[src/rtl/keypad_row_debounce.sv]
// keypad_row_debounce
//
// Synchronizes and debounces the raw keypad row pins before they reach the
// column-scan FSM, and produces one-cycle press/release strobes.
//
// Parameters:
//   WIDTH  - number of row lines
//   THRESH - consecutive disagreeing ticks needed to accept a new level (1..255)
//
// Ports:
//   clk         - system clock, all state updates on the rising edge
//   reset       - synchronous, active-high reset
//   tick_i      - one-cycle sample enable (scanner update timer pulse)
//   flush_i     - synchronous clear of debounce state (scanner column change)
//   rows_raw_i  - asynchronous row pin levels, 1 = pressed
//   rows_db_o   - debounced row levels
//   press_o     - one-cycle strobe when rows_db_o goes all-zero -> nonzero
//   release_o   - one-cycle strobe when rows_db_o goes nonzero -> all-zero
//   busy_o      - high while any row has a pending (nonzero) disagreement count

module keypad_row_debounce #(
    parameter int WIDTH  = 4,
    parameter int THRESH = 4
) (
    input  logic             clk,
    input  logic             reset,
    input  logic             tick_i,
    input  logic             flush_i,
    input  logic [WIDTH-1:0] rows_raw_i,
    output logic [WIDTH-1:0] rows_db_o,
    output logic             press_o,
    output logic             release_o,
    output logic             busy_o
);

    // THRESH of 1 or 2 still needs a one-bit counter
    localparam int CW = (THRESH > 2) ? $clog2(THRESH) : 1;
    localparam logic [CW-1:0] CNT_LAST = CW'(THRESH - 1);

    logic [WIDTH-1:0] s1_q;
    logic [WIDTH-1:0] s2_q;
    logic [WIDTH-1:0] rows_db_q;
    logic [WIDTH-1:0] rows_db_d;
    logic [CW-1:0]    cnt_q [WIDTH];
    logic [CW-1:0]    cnt_d [WIDTH];
    logic             press_q;
    logic             press_d;
    logic             release_q;
    logic             release_d;

    // Per-row debounce: a row's counter tracks the current run of ticks on
    // which the synchronized level disagrees with the debounced level. Any
    // agreeing tick breaks the run; the THRESH-th disagreeing tick accepts
    // the new level. Flush overrides the tick entirely.
    always_comb begin
        rows_db_d = rows_db_q;
        for (int i = 0; i < WIDTH; i++) begin
            cnt_d[i] = cnt_q[i];
        end
        if (flush_i) begin
            rows_db_d = '0;
            for (int i = 0; i < WIDTH; i++) begin
                cnt_d[i] = '0;
            end
        end else if (tick_i) begin
            for (int i = 0; i < WIDTH; i++) begin
                if (s2_q[i] == rows_db_q[i]) begin
                    cnt_d[i] = '0;
                end else if (cnt_q[i] == CNT_LAST) begin
                    rows_db_d[i] = s2_q[i];
                    cnt_d[i]     = '0;
                end else begin
                    cnt_d[i] = cnt_q[i] + 1'b1;
                end
            end
        end
    end

    // Strobes look at the whole row vector, so moving between two nonzero
    // patterns produces neither. A flush clears rows_db but must never
    // report a release.
    always_comb begin
        press_d   = !flush_i && (rows_db_q == '0) && (rows_db_d != '0);
        release_d = !flush_i && (rows_db_q != '0) && (rows_db_d == '0);
    end

    // A change is pending whenever any row has a nonzero run count.
    always_comb begin
        busy_o = 1'b0;
        for (int i = 0; i < WIDTH; i++) begin
            if (cnt_q[i] != '0) begin
                busy_o = 1'b1;
            end
        end
    end

    // The two-flop synchronizer runs every clock; the debounce state only
    // moves on tick or flush, which is already folded into the _d values.
    always_ff @(posedge clk) begin
        if (reset) begin
            s1_q      <= '0;
            s2_q      <= '0;
            rows_db_q <= '0;
            press_q   <= 1'b0;
            release_q <= 1'b0;
            for (int i = 0; i < WIDTH; i++) begin
                cnt_q[i] <= '0;
            end
        end else begin
            s1_q      <= rows_raw_i;
            s2_q      <= s1_q;
            rows_db_q <= rows_db_d;
            press_q   <= press_d;
            release_q <= release_d;
            for (int i = 0; i < WIDTH; i++) begin
                cnt_q[i] <= cnt_d[i];
            end
        end
    end

    assign rows_db_o = rows_db_q;
    assign press_o   = press_q;
    assign release_o = release_q;

endmodule

[config.mk]
export PLATFORM = sky130hd
export DESIGN_NAME = keypad_row_debounce
export DESIGN_NICKNAME = d
export VERILOG_FILES = /design/src/rtl/keypad_row_debounce.sv
export SDC_FILE = /design/constraint.sdc
export NUM_CORES = 1
export LEC_CHECK = 0
export CAP_MARGIN = 0
export CORE_MARGIN = 5
export CORE_UTILIZATION = 25
export DETAILED_ROUTE_END_ITERATION = 8
export GPL_ROUTABILITY_DRIVEN = 0
export GPL_TIMING_DRIVEN = 0
export PLACE_DENSITY = 0.48
export SETUP_SLACK_MARGIN = 0.1
export SYNTH_ARGS = -nofsm -noshare
export SYNTH_HDL_FRONTEND = slang
export SYNTH_SLANG_ARGS = --single-unit
[constraint.sdc]
create_clock -name clk -period 4 [get_ports clk]
set_input_delay 0.4 -clock clk [delete_from_list [all_inputs] [get_ports clk]]
set_output_delay 0.4 -clock clk [all_outputs]
set_load 0.02 [all_outputs]
==> results of run 1 <==
[metal layers]
metal | up-vias | global-route usage, %
met5 | - | 0
met4 | 0 | 1.84
met2 | 12 | 13.0
met1 | 324 | 9.05
li1 | 372 | -
met3 | 2 | 3.05
[layout by cell type, fill, tap and decap left out]
cell | Yosys | layout
dfxtp_1 | 22 | 22
clkdlybuf4s50_1 | 0 | 14
nor2b_1 | 11 | 11
inv_1 | 8 | 8
nor2_1 | 8 | 8
ha_1 | 8 | 8
and3_1 | 4 | 4
a21boi_0 | 4 | 4
xnor2_1 | 3 | 3
nor3_1 | 3 | 3
mux2i_1 | 3 | 3
nand2_1 | 3 | 3
o22ai_1 | 3 | 3
clkbuf_8 | 0 | 3
nand4_1 | 2 | 2
nand2b_1 | 2 | 2
buf_2 | 2 | 2
nand3_1 | 2 | 2
a21oi_1 | 2 | 2
o21bai_2 | 2 | 2
o21bai_1 | 2 | 2
buf_6 | 1 | 1
xor2_1 | 1 | 1
or2_2 | 1 | 1
clkbuf_1 | 1 | 1
nor4_1 | 1 | 1
and3b_1 | 1 | 1
nor3_2 | 1 | 1
bufinv_16 | 0 | 1
[final timing paths]
| kind | startpoint | to | depth (start not counted) |
|---|---|---|---|
| worst max-delay path | cnt_q[0][0]$_SDFFE_PP0P_ | busy_o | 4 |
| worst min-delay path | s1_q[1]$_SDFF_PP0_ | s2_q[1]$_SDFF_PP0_ | 1 |
| worst max register to register | cnt_q[0][0]$_SDFFE_PP0P_ | press_o$_SDFF_PP0_ | 5 |
| worst min register to register | s1_q[1]$_SDFF_PP0_ | s2_q[1]$_SDFF_PP0_ | 1 |
[report_power, final]
part	total (W)	switching, W	internal, W
Combinational	0.0000263	0.0000114	0.0000149
Sequential	0.000225	0.00000179	0.000223
Clock	0.000204	0.0000705	0.000134
[final cells by class]
class,instances,area [µm²]
plain buffers,4,25.0
clock buffers,3,41.3
repair buffers,14,140
clock inverters,1,30.0
well taps,48,60.1
inverters,8,30.0
flip-flops and latches,22,440
multi-input cells,67,478
fillers,403,2470
[critical path, cell delays in order, from the launching register on]
cell and delay [ns]:
dfxtp_1 0.38, inv_1 0.06, ha_1 0.20, nand4_1 0.09, clkdlybuf4s50_1 0.60
[sequential cells by signal, summed over array words and instances, names as in the netlist]
name / cells
release_o: 1
press_o: 1
s1_q: 4
cnt_q: 8
s2_q: 4
rows_db_o: 4
[cell families after synthesis]
logic type	count (synthesis)
fa+ha+maj	8
simple gates	39
buf+inv	12
compound gates	13
xor+xnor	4
mux	3
flops	22
[through the flow]
step | utilization [%] | cells | instance area, µm² | hold slack, ns
2_1_floorplan | - | 101 | 973 | 0.414
3_3_place_gp | 31.6 | 163 | 1170 | 0.421
3_5_place_dp | 31.6 | 163 | 1170 | 0.420
4_1_cts | 33.5 | 167 | 1240 | 0.441
5_1_grt | 33.5 | 167 | 1240 | 0.471
6_report | 33.5 | 167 | 1240 | 0.438
==> summary.txt, run 1 <==
Status
  – Outcome: finished, final reports clean

Clock network
  – Cts bufs inserted: 3
  – Clk slew on worst S/H paths: 0.08 ns
  – # H-tree levels: 1
  – Root Buffer: clkbuf_8
  – Hold-fix buffers at CTS: 0
  – CTS Sinks: 22
  – Clk Latency, worst-skew pair: 0.26 ns
  – Clock Path Buffers: 2
  – Setup Fix Bufs, Post-CTS: 0
  – Clock tree from TritonCTS: built
  – Post-cts resize count: 0

Synth
  – Register area share after synthesis: 45.2%
  – Post-synth EDFFs: 0
  – Synth Area per Inst: 9.64 µm²
  – Mapped Cells: 101
  – Synth Area in Adders: 10.3%
  – Ys flop type: dfxtp_1
  – Post-synth cell types: 26
  – Xor-xnor portion of the synthesized cell area: 3.60%
  – Post-synthesis register bit count: 22
  – Largest family of logic cells by synthesized area: simple AND/OR/NAND/NOR gates
  – Mapped Area: 973 µm²
  – Synth top area share: 45.2%
  – Post-synthesis mux area share: 3.08%
  – Most common library cells after synthesis: dfxtp_1, nor2b_1, ha_1, inv_1, nor2_1
  – Synth warn: 0
  – Compound-Gate Fraction of Synth Area: 9.90%
  – Syn_nets: around 120
  – Synth Area in Simple Gates: 22.2%
  – Synth top area cells: dfxtp_1, ha_1, nor2b_1
  – Asr flop ratio synth: 0%
  – Dominant cell type by area after synthesis: dfxtp_1
  – Top-count cell post-synth: dfxtp_1

Global routing
  – Overall Global Routing Usage: approximately 7.7%
  – Gr ovfl total: 0
  – Pin count of the biggest net entering global routing: 14
  – Vias in the first global route: between 700 and 800
  – First-pass GRT wire length: approximately 3200 µm
  – Antenna violations before repair: 0

Floorplan
  – Floorplan core area: between 3000 and 4000 µm²
  – Initial Util: 26.2%
  – Num ports: 15
  – # rows: 22
  – Die W: 72.4 µm
  – Die ar.: around 5200 µm²
  – Die Span Y: a little over 70 µm

Routing
  – WL final: between 1500 and 2000 µm
  – Final routed DRC violation total: 0
  – Top Layer Used: met4
  – Met3 routed WL: 86 µm
  – Vias per Instance: 4.25
  – Met1 wire length: 820 µm
  – First drt pass iteration count: 6
  – WL/cell: slightly above 10 µm
  – DRT iter0 DRCs: 20
  – WL met2: 813 µm
  – Vias: ~700
  – Final antenna-violating net count: 0

Final layout
  – Ant diodes: 0
  – Share of cells above drive strength 1: 9.24%
  – Fin nets: 136
  – Area grow syn2layout: 27.9%

Place
  – Hpwl dp: 1360 µm
  – Port Buf Inserts: 14
  – Worst slack at placement: about 2.2 ns

Critical path
  – Crit Path Category: reg -> out
  – Critical Path AT: 1.59 ns
  – Max FO, Critical Path: 4
  – Worst setup EP type: primary output
  – Crit path launch type: register
  – R2r setup slk: roughly 2.6 ns
  – Crit path required time: 3.60 ns

Timing
  – Slew margin rel.: between 60% and 70%
  – Fmax: 0.503 GHz
  – Minimum clock period: 1.99 ns
  – Worst Tran Pin Value: 0.447 ns
  – RSZ-0062 raised after global routing: false
  – Max-slew violation count: 0
  – Fin crit share: 49.7%
  – Final Hold Vio Count: 0
  – Setup TNS: 0 ns
  – Final worst setup slack: 2.01 ns
  – Clk_skew: 0.00245 ns
  – Final setup fails: 0

Power
  – Max VDD drop: 0.000185 V
  – Leakage: 0.506 nW
  – Total power: 0.000455 W
  – PwrDens: between 300 and 400 nW/µm²

Min path
  – Worst hold path class: reg -> reg

Job
  – Max cap viols: 0
Power figures use the tool's default switching activity.
==> run 2: changes to the inputs <==
- PLACE_DENSITY: 0.48 -> 0.5
- clock period: 4 -> 1.7 ns (I/O delays scaled with it)
==> run 2 against run 1 <==
Compared with the run above: non-clock buffer count stayed put; critical path depth stayed put; routed wire length is 2.0% higher; final area is 0.10% lower; clock skew is 0.0017 ns lower; power is 140% higher; utilization hardly changed; die area stayed put; register-to-register slack worse by 2.3 ns; hold slack hardly changed; worst setup slack worse by 1.8 ns; sequential share of layout area hardly changed; critical path type unchanged; largest cell class unchanged.
==> summary.txt, run 2 (synthesis results as in run 1) <==
Status
  – Outcome: finished, final reports clean

Final layout
  – Most frequent cells in the layout: dfxtp_1, clkdlybuf4s50_1, nor2b_1
  – Reg area: 440 µm² (unchanged)
  – Post-layout util: 33.5% (-0.034 points)
  – Share of cells above drive strength 1: 9.24% (unchanged)
  – Largest reg by FF count: cnt_q
  – Max FFs per register: 8 (unchanged)
  – Fillers: 395 (-2.0%)
  – Fin nets: 136 (unchanged)
  – Final instance area: 1240 µm² (-0.10%)
  – Most common library cell in the layout ignoring fill and taps: dfxtp_1
  – Area of the multi-input gates: 478 µm² (unchanged)
  – Ant diodes: 0 (unchanged)
  – Area grow syn2layout: 27.8%

Routing
  – WL/cell: 10.5 µm (+2.0%)
  – First drt pass iteration count: 4 (-2)
  – DRT iter0 DRCs: 13 (-35%)
  – Final routed DRC violation total: 0 (unchanged)
  – Vias per Instance: 4.22 (-0.85%)
  – Vias: 704 (-0.85%)
  – WL final: 1760 µm (+2.0%)
  – Final antenna-violating net count: 0 (unchanged)

Floorplan
  – Die ar.: 5240 µm² (unchanged)
  – Floorplan core area: 3720 µm² (unchanged)
  – Die W: 72.4 µm (unchanged)
  – Die Span Y: 72.4 µm (unchanged)
  – Num ports: 15 (unchanged)
  – Initial Util: 26.2% (unchanged)
  – # rows: 22 (unchanged)

Timing
  – Worst Tran Pin Value: 0.456 ns (+0.00879 ns)
  – Clk_skew: 0.000722 ns (-0.00173 ns)
  – Fmax: between 0.6 and 0.7 GHz
  – Setup TNS: 0 ns (unchanged)
  – Fin crit share: 87.4%
  – Final Hold Vio Count: 0 (unchanged)
  – Max-slew violation count: 0 (unchanged)
  – Final worst setup slack: 0.214 ns (-1.80 ns)
  – Slew margin rel.: 69.3% (-0.59 points)
  – Final setup fails: 0 (unchanged)
  – Minimum clock period: 1.49 ns
  – RSZ-0062 raised after global routing: false

Global routing
  – Gr ovfl total: 0 (unchanged)
  – Overall Global Routing Usage: 7.53% (-0.15 points)
  – Vias in the first global route: 726 (+1.7%)
  – Antenna violations before repair: 0 (unchanged)
  – Pin count of the biggest net entering global routing: 14 (unchanged)
  – First-pass GRT wire length: 3160 µm (-1.5%)

Critical path
  – R2R depth: 5 (unchanged)
  – Reg2reg end: press_o$_SDFF_PP0_
  – R2r setup slk: 0.28 ns (-2.30 ns)
  – Critical Path AT: 1.32 ns (-0.27 ns)
  – FF-to-FF Start: cnt_q[1][0]$_SDFFE_PP0P_
  – Max FO, Critical Path: 4 (unchanged)
  – Worst setup EP type: primary output
  – Crit path launch type: register
  – Crit path required time: 1.53 ns (-2.07 ns)
  – Crit Path Category: reg -> out

Clock network
  – CTS Sinks: 22 (unchanged)
  – Clock tree from TritonCTS: built
  – Root Buffer: clkbuf_8
  – Clk Latency, worst-skew pair: 0.26 ns (about the same)
  – Clock Path Buffers: 2 (unchanged)
  – # H-tree levels: 1 (unchanged)
  – Clk slew on worst S/H paths: 0.08 ns (about the same)
  – Setup Fix Bufs, Post-CTS: 0 (unchanged)
  – Cts bufs inserted: 3 (unchanged)

Min path
  – Hold Path Depth: 1 (unchanged)
  – Worst hold path class: reg -> reg
  – Worst Hold End: s2_q[1]$_SDFF_PP0_
  – Hold path start: s1_q[1]$_SDFF_PP0_

Power
  – Max VDD drop: 0.000679 V (+270%)
  – Combinational share of power: 5.7% (about the same)
  – Leakage: 0.510 nW (+0.87%)
  – Seq pwr share: 49.4% (about the same)
  – Sw Pwr: 0.000197 W (+140%)
  – Design internal power: 0.000873 W (+140%)
  – Clk pwr share: 44.8% (about the same)
  – PwrDens: 860 nW/µm² (+140%)
  – Sw Share: 18.4% (about the same)

Place
  – Port Buf Inserts: 14 (unchanged)
  – Worst slack at placement: 0.134 ns (-2.03 ns)
  – Hpwl dp: 1380 µm (+1.4%)
  – Placed instance area: 1170 µm² (unchanged)

Job
  – Max cap viols: 0 (unchanged)
==> run 2: cell types whose count changed in the layout (fill, tap and decap cells not counted) <==
| cell | delta |
|---|---|
| dlygate4sd2_1 | +1 |
| clkdlybuf4s50_1 | -1 |
==> run 2: cell type report <==
cell class / instances / area share [%]
Buffer: 4 / 2.01
Clock buffer: 3 / 3.32
Clock inverter: 1 / 2.41
Inverter: 8 / 2.41
Multi-Input combinational cell: 67 / 38.4
Sequential cell: 22 / 35.4
Tap cell: 48 / 4.83
Timing Repair Buffer: 14 / 11.2
==> run 2: repair_timing <==
item                                    CTS  global route
hold buffers                              0             0
endpoints found under the hold margin     0             0
endpoints found under the setup margin    1             0
gates resized for setup                   1             0
==> run 2: critical path, stage by stage (launching register included) <==
cell and delay [ns]:
dfxtp_1 0.38, inv_1 0.06, ha_1 0.19, nand4_1 0.10, dlygate4sd2_1 0.34
==> run 2: through the flow <==
stage	std cells	total power [W]	hold WS, ns
6_report	167	0.00107	0.438
5_1_grt	167	0.00111	0.458
4_1_cts	167	0.00109	0.442
3_5_place_dp	163	0.000605	0.422
3_3_place_gp	163	0.000604	0.421
2_1_floorplan	101	0.000576	0.242
==> run 2: worst max path at each step <==
stage | start | end | slack, ns | cells after the start
after detailed placement | tick_i | press_o$_SDFF_PP0_ | 0.13 | 6
after CTS | cnt_q[3][0]$_SDFFE_PP0P_ | busy_o | 0.18 | 4
final | cnt_q[0][0]$_SDFFE_PP0P_ | busy_o | 0.21 | 4
after global routing | cnt_q[1][0]$_SDFFE_PP0P_ | busy_o | 0.13 | 4
after global placement | tick_i | press_o$_SDFF_PP0_ | 0.11 | 6
after floorplan | cnt_q[1][0]$_SDFFE_PP0P_ | press_o$_SDFF_PP0_ | 0.44 | 5
==> run 2: power by group through the flow <==
stage | combinational, W | clock [W] | sequential [W]
2_1_floorplan | 0.0000356 | 0 | 0.000540
3_5_place_dp | 0.0000633 | 0 | 0.000541
5_1_grt | 0.0000684 | 0.000514 | 0.000530
6_report | 0.0000613 | 0.000480 | 0.000529
4_1_cts | 0.0000626 | 0.000497 | 0.000529
3_3_place_gp | 0.0000626 | 0 | 0.000541
==> run 2: routing by layer <==
layer	track usage, %	wire length (µm)	vias to the layer above
met5	0	0	-
met4	1.84	0	0
met3	3.60	119	0
met2	12.7	854	17
met1	8.54	787	320
li1	-	-	367
